==> config.mk <==
export PLATFORM = sky130hd
export DESIGN_NAME = dco_tune_encoder
export DESIGN_NICKNAME = d
export VERILOG_FILES = /design/src/rtl/dco_tune_encoder.sv
export SDC_FILE = /design/constraint.sdc
export NUM_CORES = 1
export LEC_CHECK = 0
export BUFFER_PORTS_ARGS = -buffer_cell sky130_fd_sc_hd__buf_2
export CAP_MARGIN = 10
export CORE_ASPECT_RATIO = 2
export CORE_MARGIN = 5
export CORE_UTILIZATION = 40
export DETAILED_ROUTE_END_ITERATION = 10
export HOLD_SLACK_MARGIN = 0.02
export PLACE_DENSITY = 0.69
export SYNTH_ARGS = -nofsm -noshare
export SYNTH_HDL_FRONTEND = slang
export SYNTH_SLANG_ARGS = --single-unit
==> constraint.sdc <==
create_clock -name clk -period 4.54 [get_ports clk]
set_input_delay 0.227 -clock clk [delete_from_list [all_inputs] [get_ports clk]]
set_output_delay 0.227 -clock clk [all_outputs]
set_load 0.03 [all_outputs]
==> src/rtl/dco_tune_encoder.sv <==
// dco_tune_encoder: binary DCO tuning word -> registered thermometer enables.
// The integer code slews one LSB per clock toward the target so the
// capacitor bank never switches more than one unit element per edge.
// Once the code has settled, a first-order sigma-delta dithers the
// fractional bits onto the thermometer code.
module dco_tune_encoder #(
  parameter int INT_W  = 4,
  parameter int FRAC_W = 6,
  localparam int TH_W  = (1 << INT_W) - 1
) (
  input  logic                    clk,
  input  logic                    rst,
  input  logic [INT_W+FRAC_W-1:0] tune_word,
  input  logic                    tune_valid,
  output logic                    tune_ready,
  input  logic                    dither_en,
  output logic [TH_W-1:0]         therm_out,
  output logic                    settled
);

  typedef enum logic {IDLE, SLEW} state_t;

  state_t             state_q, state_d;
  logic [INT_W-1:0]   target_int, target_d;
  logic [INT_W-1:0]   cur_int, cur_d;
  logic [FRAC_W-1:0]  frac, frac_d;
  logic [FRAC_W-1:0]  acc, acc_d;
  logic               dith, dith_d;

  logic [INT_W-1:0]   word_int;
  logic [FRAC_W-1:0]  word_frac;
  logic               accept;
  logic               accept_new;
  logic [INT_W-1:0]   cur_step;
  logic [FRAC_W:0]    acc_sum;
  logic [INT_W:0]     eff_sum;
  logic [INT_W-1:0]   eff;
  logic [TH_W-1:0]    therm_d;

  assign word_int   = tune_word[INT_W+FRAC_W-1:FRAC_W];
  assign word_frac  = tune_word[FRAC_W-1:0];
  assign tune_ready = (state_q == IDLE);
  assign accept     = tune_valid & tune_ready;
  // An accept that moves the integer code starts a slew this very edge.
  assign accept_new = accept && (word_int != cur_int);
  assign settled    = (cur_int == target_int);

  // One-LSB step toward the target; only used while slewing.
  assign cur_step = (cur_int < target_int) ? cur_int + 1'b1 : cur_int - 1'b1;

  // Next-state: word capture in IDLE, single-step slew in SLEW.
  always_comb begin
    state_d  = state_q;
    target_d = target_int;
    cur_d    = cur_int;
    frac_d   = frac;
    case (state_q)
      IDLE: begin
        if (accept) begin
          target_d = word_int;
          frac_d   = word_frac;
          if (accept_new) state_d = SLEW;
        end
      end
      SLEW: begin
        cur_d = cur_step;
        if (cur_step == target_int) state_d = IDLE;
      end
      default: state_d = IDLE;
    endcase
  end

  // Sigma-delta accumulator: runs only while settled in IDLE, frozen
  // during a slew (including the accepting edge), cleared when disabled.
  always_comb begin
    acc_sum = {1'b0, acc} + {1'b0, frac};
    acc_d   = acc;
    dith_d  = 1'b0;
    if (!dither_en) begin
      acc_d = '0;
    end else if (state_q == IDLE && !accept_new) begin
      acc_d  = acc_sum[FRAC_W-1:0];
      dith_d = acc_sum[FRAC_W];
    end
  end

  // Effective code saturates at the top of the bank rather than wrapping.
  always_comb begin
    eff_sum = {1'b0, cur_int} + {{INT_W{1'b0}}, dith};
    eff     = eff_sum[INT_W] ? {INT_W{1'b1}} : eff_sum[INT_W-1:0];
  end

  // Thermometer decode: line i is enabled when i is below the code.
  for (genvar i = 0; i < TH_W; i++) begin : g_therm
    assign therm_d[i] = (INT_W'(i) < eff);
  end

  // State, code and output registers; reset aborts any slew.
  always_ff @(posedge clk) begin
    if (rst) begin
      state_q    <= IDLE;
      target_int <= '0;
      cur_int    <= '0;
      frac       <= '0;
      acc        <= '0;
      dith       <= 1'b0;
      therm_out  <= '0;
    end else begin
      state_q    <= state_d;
      target_int <= target_d;
      cur_int    <= cur_d;
      frac       <= frac_d;
      acc        <= acc_d;
      dith       <= dith_d;
      therm_out  <= therm_d;
    end
  end

endmodule

==> flow_metrics.env, run 1 <==
export IMPL_antenna_found_initial=0
export IMPL_worst_slew_pin_slew_ps=1001
export IMPL_grt_use_total_pct=13.77
export IMPL_ys_warn_count=0
export IMPL_die_y_microns=106.6
export IMPL_synth_area_per_cell_sq_um=8.812
export IMPL_final_common_cell="dfxtp_1"
export IMPL_yosysSeqAreaShare_pct=39.65
export IMPL_final_setup_tns_ps=0
export IMPL_gr_total_overflow=0
export IMPL_cts_tree="built"
export IMPL_layout_nets=271
export IMPL_gp_congestion=0.8277
export IMPL_cts_buffer_depth=2
export IMPL_p_clk_share_pct=22.7
export IMPL_start_util_pct=41.02
export IMPL_slew_violations=0
export IMPL_ys_ff_latch=37
export IMPL_worstSetupPathType="reg -> reg"
export IMPL_place_ws_ps=1851
export IMPL_hp_class="in -> reg"
export IMPL_status="completed"
export IMPL_via_per_inst=5.074
export IMPL_drtIter0Drc=14
export IMPL_synth_edf_count=0
export IMPL_fin_crit_sh_pct=59.71
export IMPL_syn_nets=242
export IMPL_num_vias=1507
export IMPL_swShare_pct=38.20
export IMPL_internal_power_uw=797.8
export IMPL_setup_viol=0
export IMPL_ys_types=43
export IMPL_fin_util_pct=47.64
export IMPL_drc=0
export IMPL_rows=35
export IMPL_grt_max_degree=23
export IMPL_cts_sinks=37
export IMPL_critPathCaptureType="flip-flop"
export IMPL_port_buffers=30
export IMPL_rsz0062_at_grt="no"
export IMPL_cp_max_fo=9
export IMPL_detail_route_wl_per_cell_microns=12.85
export IMPL_max_slew_margin_pct=33.28
export IMPL_clock_root_buffer="clkbuf_8"
export IMPL_async_flop_share_pct=0
export IMPL_ir_drop_mv=0.2539
export IMPL_post_cts_buffers=0
export IMPL_hold_ws_ps=177.2
export IMPL_synthCells=212
export IMPL_routed_wl_microns=3816
export IMPL_layout_drive_gt1_share_pct=19.42
export IMPL_r2r_cells=10
export IMPL_hpwlAfterDp_microns=2998
export IMPL_holdPathStages=3
export IMPL_p_per_area_nw_per_um2=595.1
export IMPL_cts_buffers=5
export IMPL_max_cap_violations=0
export IMPL_worst_ep_arrival_time_ps=2900
export IMPL_fin_crit_ps=2711
export IMPL_core_area_sq_um=4554
export IMPL_htreeDepth=2
export IMPL_start_kind="flip-flop"
export IMPL_area_growth_pct=16.14
export IMPL_worstPathRequired_ps=4730
export IMPL_cts_resized=0
export IMPL_power_uw=1291
export IMPL_pin_count=31
export IMPL_synth_main_ff_cell="dfxtp_1"
export IMPL_comb_power_share_pct=43.9
export IMPL_synth_area_sq_um=1868
export IMPL_die_x_microns=58.32
export IMPL_mostFrequentLayoutCells="37 x dfxtp_1, 30 x buf_2, 29 x nand2_1"
export IMPL_p_seq_share_pct=33.4
export IMPL_worst_slack_ps=1829
export IMPL_worstSkewPairLatency_ps=290
export IMPL_dr_pass1_iters=4
export IMPL_final_hold_violation_count=0
export IMPL_grt_pass1_wl_microns=6672
export IMPL_cts_hold_buf=0
export IMPL_ant_nets=0
export IMPL_fmax_mhz=368.9
export IMPL_die_area_sq_um=6220
export IMPL_n_antenna_cell=0
export IMPL_grt_pass1_vias=1527
export IMPL_total_leakage_power_uw=0.0009414
export IMPL_clk_pin_slew_ps=80
export IMPL_clock_skew_ps=8.601
export IMPL_p_switching_uw=493.2
per-layer routing:
layer / wire length [microns] / track usage (%)
met2: 2132 / 25.52
met1: 1409 / 13.31
met5: 0 / 0
met3: 130 / 2.410
met4: 143 / 8.458
Yosys cell counts, drive strengths merged, types with 2 or more instances:
library cell	n	area, sq um
clkbuf	4	15.01
mux2i	3	30.03
o2111a	2	22.52
a211oi	4	35.03
dfxtp	37	740.7
ha	14	175.2
a21o	4	30.03
nand2b	3	18.77
fa	2	40.04
a31oi	3	18.77
or2	3	18.77
nor2	15	56.30
nor2b	5	38.78
buf	4	22.52
o21ai	5	25.02
o211ai	2	20.02
nand2	29	108.9
nand3	3	15.01
xnor2	9	78.83
nor3	2	10.01
nand3b	2	15.01
a21oi	26	130.1
inv	17	63.81
power by group through the flow:
stage / Sequential (uW) / Clock, uW / Combinational, uW
CTS: 433 / 303 / 574
detailed placement: 440 / 0 / 570
global route: 439 / 318 / 633
global placement: 438 / 0 / 566
floorplan: 477 / 0 / 408
finish: 431 / 294 / 566
critical path: stages, from the launching register on:
cell	delay [ps]
dfxtp_1	530
ha_1	340
a21oi_1	240
and2_4	210
inv_1	60
ha_1	310
a21oi_1	190
a21oi_1	130
nor2_1	140
xnor3_1	220
a211oi_1	230
area by class of cell:
class                      count  area (sq um)
fill                         477          2385
multi-input combinational    149          1008
sequential                    37         740.7
timing repair buffer          30         150.1
clock buffer                   6         82.58
inverter                      18         81.33
tap                           55         68.82
clock inverter                 2         37.54
cell families after synthesis:
| family | Yosys count | synth area share [%] |
|---|---|---|
| AO/OA/AOI/OAI | 50 | 16.74 |
| XOR/XNOR | 11 | 5.894 |
| adder cells (fa/ha/maj) | 16 | 11.52 |
| buffers and inverters | 26 | 6.363 |
| flip-flops | 37 | 39.65 |
| multiplexers | 4 | 2.210 |
| AND/OR/NAND/NOR | 68 | 17.62 |
sequential cells by signal, indices dropped and copies added (netlist names):
| name | cells |
|---|---|
| target_int | 4 |
| frac | 6 |
| dith | 1 |
| cur_int | 4 |
| state_q | 1 |
| therm_out | 15 |
| acc | 6 |
metrics by stage:
stage / instances / instance area (sq um)
6_report: 297 / 2170
5_1_grt: 297 / 2170
4_1_cts: 297 / 2170
3_5_place_dp: 289 / 2049
3_3_place_gp: 289 / 2049
2_1_floorplan: 212 / 1868
final timing paths:
kind,from,endpoint,slack [ps]
setup / recovery,cur_int[3]$_SDFFE_PP0P_,state_q$_SDFF_PP0_,1830
hold / removal,tune_word[3],frac[3]$_SDFFE_PP0P_,180
setup reg to reg,cur_int[3]$_SDFFE_PP0P_,state_q$_SDFF_PP0_,1830
hold reg to reg,target_int[3]$_SDFFE_PP0P_,target_int[3]$_SDFFE_PP0P_,460
Note: power is estimated with default switching activity, not from simulation.
==> run 2, diff against run 1 <==
Settings changed: PLACE_DENSITY 0.69 to 0.71.
Clock period 4.54 ns to 2.2 ns, I/O delays scaled along.
==> run 2 against run 1 <==
Net effect: sequential power up 97%; count of clock-buffer cells in the layout unchanged; critical path type unchanged; cell area increased by 11%; the flow now finishes with violations (negative setup slack); combinational power rose to 3.4 times the previous value.
==> flow_metrics.env, run 2 (same netlist as run 1, synthesis figures left out) <==
export IMPL_status="finished with violations"
export IMPL_violations="negative setup slack"
export IMPL_cp_max_fo=3
export IMPL_fin_util_pct=53.08
export IMPL_worst_slew_pin_slew_ps=883.5
export IMPL_worst_slack_ps=-104.5
export IMPL_final_setup_tns_ps=-201.1
export IMPL_total_leakage_power_uw=0.001028
export IMPL_routed_wl_microns=4357
export IMPL_pin_count=31
export IMPL_grt_use_total_pct=15.08
export IMPL_max_cap_violations=0
export IMPL_mostFrequentLayoutCells="33 x dfxtp_1, 30 x buf_2, 29 x nand2_1"
export IMPL_fillers=436
export IMPL_final_hold_violation_count=0
export IMPL_ant_nets=0
export IMPL_dr_pass1_iters=4
export IMPL_largest_reg_flops=15
export IMPL_area_growth_pct=29.40
export IMPL_detail_route_wl_per_cell_microns=13.92
export IMPL_fin_crit_sh_pct=104.8
export IMPL_n_antenna_cell=0
export IMPL_holdPathStages=3
export IMPL_critPathCaptureType="flip-flop"
export IMPL_p_per_area_nw_per_um2=1328
export IMPL_fmax_mhz=433.9
export IMPL_reg_top3="therm_out (15), acc (6), frac (6)"
export IMPL_core_area_sq_um=4554
export IMPL_gr_total_overflow=0
export IMPL_port_buffers=30
export IMPL_final_common_cell="dfxtp_1"
export IMPL_cts_tree="built"
export IMPL_worstReg2RegEnd="state_q$_SDFF_PP0_"
export IMPL_die_x_microns=58.32
export IMPL_cts_sinks=37
export IMPL_reg2reg_from="cur_int[1]$_SDFFE_PP0P_"
export IMPL_num_vias=1606
export IMPL_min_delay_start="tune_word[2]"
export IMPL_clk_pin_slew_ps=70
export IMPL_hpwlAfterDp_microns=3247
export IMPL_antenna_found_initial=0
export IMPL_setup_viol=2
export IMPL_fin_crit_ps=2305
export IMPL_hp_class="in -> reg"
export IMPL_r2r_cells=11
export IMPL_gp_congestion=0.7912
export IMPL_layout_drive_gt1_share_pct=32.56
export IMPL_place_ws_ps=-131.2
export IMPL_rrSetupSlack_ps=-100
export IMPL_max_slew_margin_pct=40.98
export IMPL_worstSkewPairLatency_ps=290
export IMPL_clock_root_buffer="clkbuf_8"
export IMPL_htreeDepth=2
export IMPL_worstSetupPathType="reg -> reg"
export IMPL_drtIter0Drc=14
export IMPL_grt_pass1_wl_microns=7065
export IMPL_min_to="frac[2]$_SDFFE_PP0P_"
export IMPL_die_y_microns=106.6
export IMPL_slew_violations=0
export IMPL_worst_ep_arrival_time_ps=2520
export IMPL_hold_ws_ps=53.60
export IMPL_start_util_pct=41.02
export IMPL_placed_area_sq_um=2207
export IMPL_design_area_sq_um=2417
export IMPL_via_per_inst=5.131
export IMPL_start_kind="flip-flop"
export IMPL_grt_pass1_vias=1602
export IMPL_grt_max_degree=23
export IMPL_ir_drop_mv=0.7421
export IMPL_cts_buffer_depth=2
export IMPL_layout_nets=287
export IMPL_cts_buffers=5
export IMPL_rows=35
export IMPL_top_register="therm_out"
export IMPL_rsz0062_at_grt="yes"
export IMPL_drc=0
export IMPL_die_area_sq_um=6220
export IMPL_worstPathRequired_ps=2410
export IMPL_clock_skew_ps=4.196
run 2: changes by cell type in the layout (fill, tap and decap cells not counted), moves of 3 or more:
cell,delta
a21oi_1,-3
buf_4,+14
dfxtp_1,-4
dfxtp_2,+3
ha_1,-4
ha_4,+4
run 2: worst max path at each step:
| stage | from | end | slack (ps) | cells past startpoint |
|---|---|---|---|---|
| finish | cur_int[1]$_SDFFE_PP0P_ | state_q$_SDFF_PP0_ | -100 | 11 |
| global route | target_int[1]$_SDFFE_PP0P_ | state_q$_SDFF_PP0_ | -230 | 12 |
| CTS | cur_int[1]$_SDFFE_PP0P_ | state_q$_SDFF_PP0_ | -30 | 8 |
| detailed placement | target_int[3]$_SDFFE_PP0P_ | state_q$_SDFF_PP0_ | -130 | 9 |
| global placement | target_int[3]$_SDFFE_PP0P_ | state_q$_SDFF_PP0_ | -70 | 9 |
| floorplan | cur_int[1]$_SDFFE_PP0P_ | state_q$_SDFF_PP0_ | -30 | 8 |
run 2: cell type report:
class / count / area, sq um / area share [%]
Clock inverter: 2 / 10.01 / 0.4141
Clock buffer: 6 / 72.57 / 3.002
Inverter: 18 / 83.83 / 3.468
Timing Repair Buffer: 46 / 277.8 / 11.49
Multi-Input combinational cell: 149 / 1156 / 47.83
Tap cell: 55 / 68.82 / 2.847
Sequential cell: 37 / 748.2 / 30.95
run 2: report_power, final:
part / switching (uW) / internal, uW
Clock: 237 / 219
Combinational: 1010 / 897
Sequential: 60.2 / 791
Total: 1300 / 1910
run 2: critical path, stage by stage, from the launching register on:
cell	delay (ps)
dfxtp_4	350
ha_4	230
nor2b_4	120
o211ai_2	180
and2_4	200
inv_4	50
ha_4	310
a21oi_4	80
and3_4	200
nor2_4	80
xnor3_1	240
a211oi_2	190
run 2: metrics by stage:
step / power, uW / instances
after global placement: 2355 / 303
after global routing: 3418 / 313
after floorplan: 1917 / 212
final: 3211 / 313
after CTS: 3094 / 312
after detailed placement: 2390 / 303
run 2: routing by layer:
metal | wire, microns | part of all wire [%] | track usage [%]
met3 | 102 | 2.3 | 2.771
met1 | 1527 | 35 | 13.37
met2 | 2588 | 59 | 28.88
met4 | 138 | 3.2 | 9.784
met5 | 0 | 0 | 0
run 2: what timing repair did:
action                                  in CTS  in global routing
endpoints found under the setup margin       2                  2
setup buffers                                1                  1
pin swaps                                   11                  5
hold buffers                                 0                  0
gates resized for setup                     16                  5
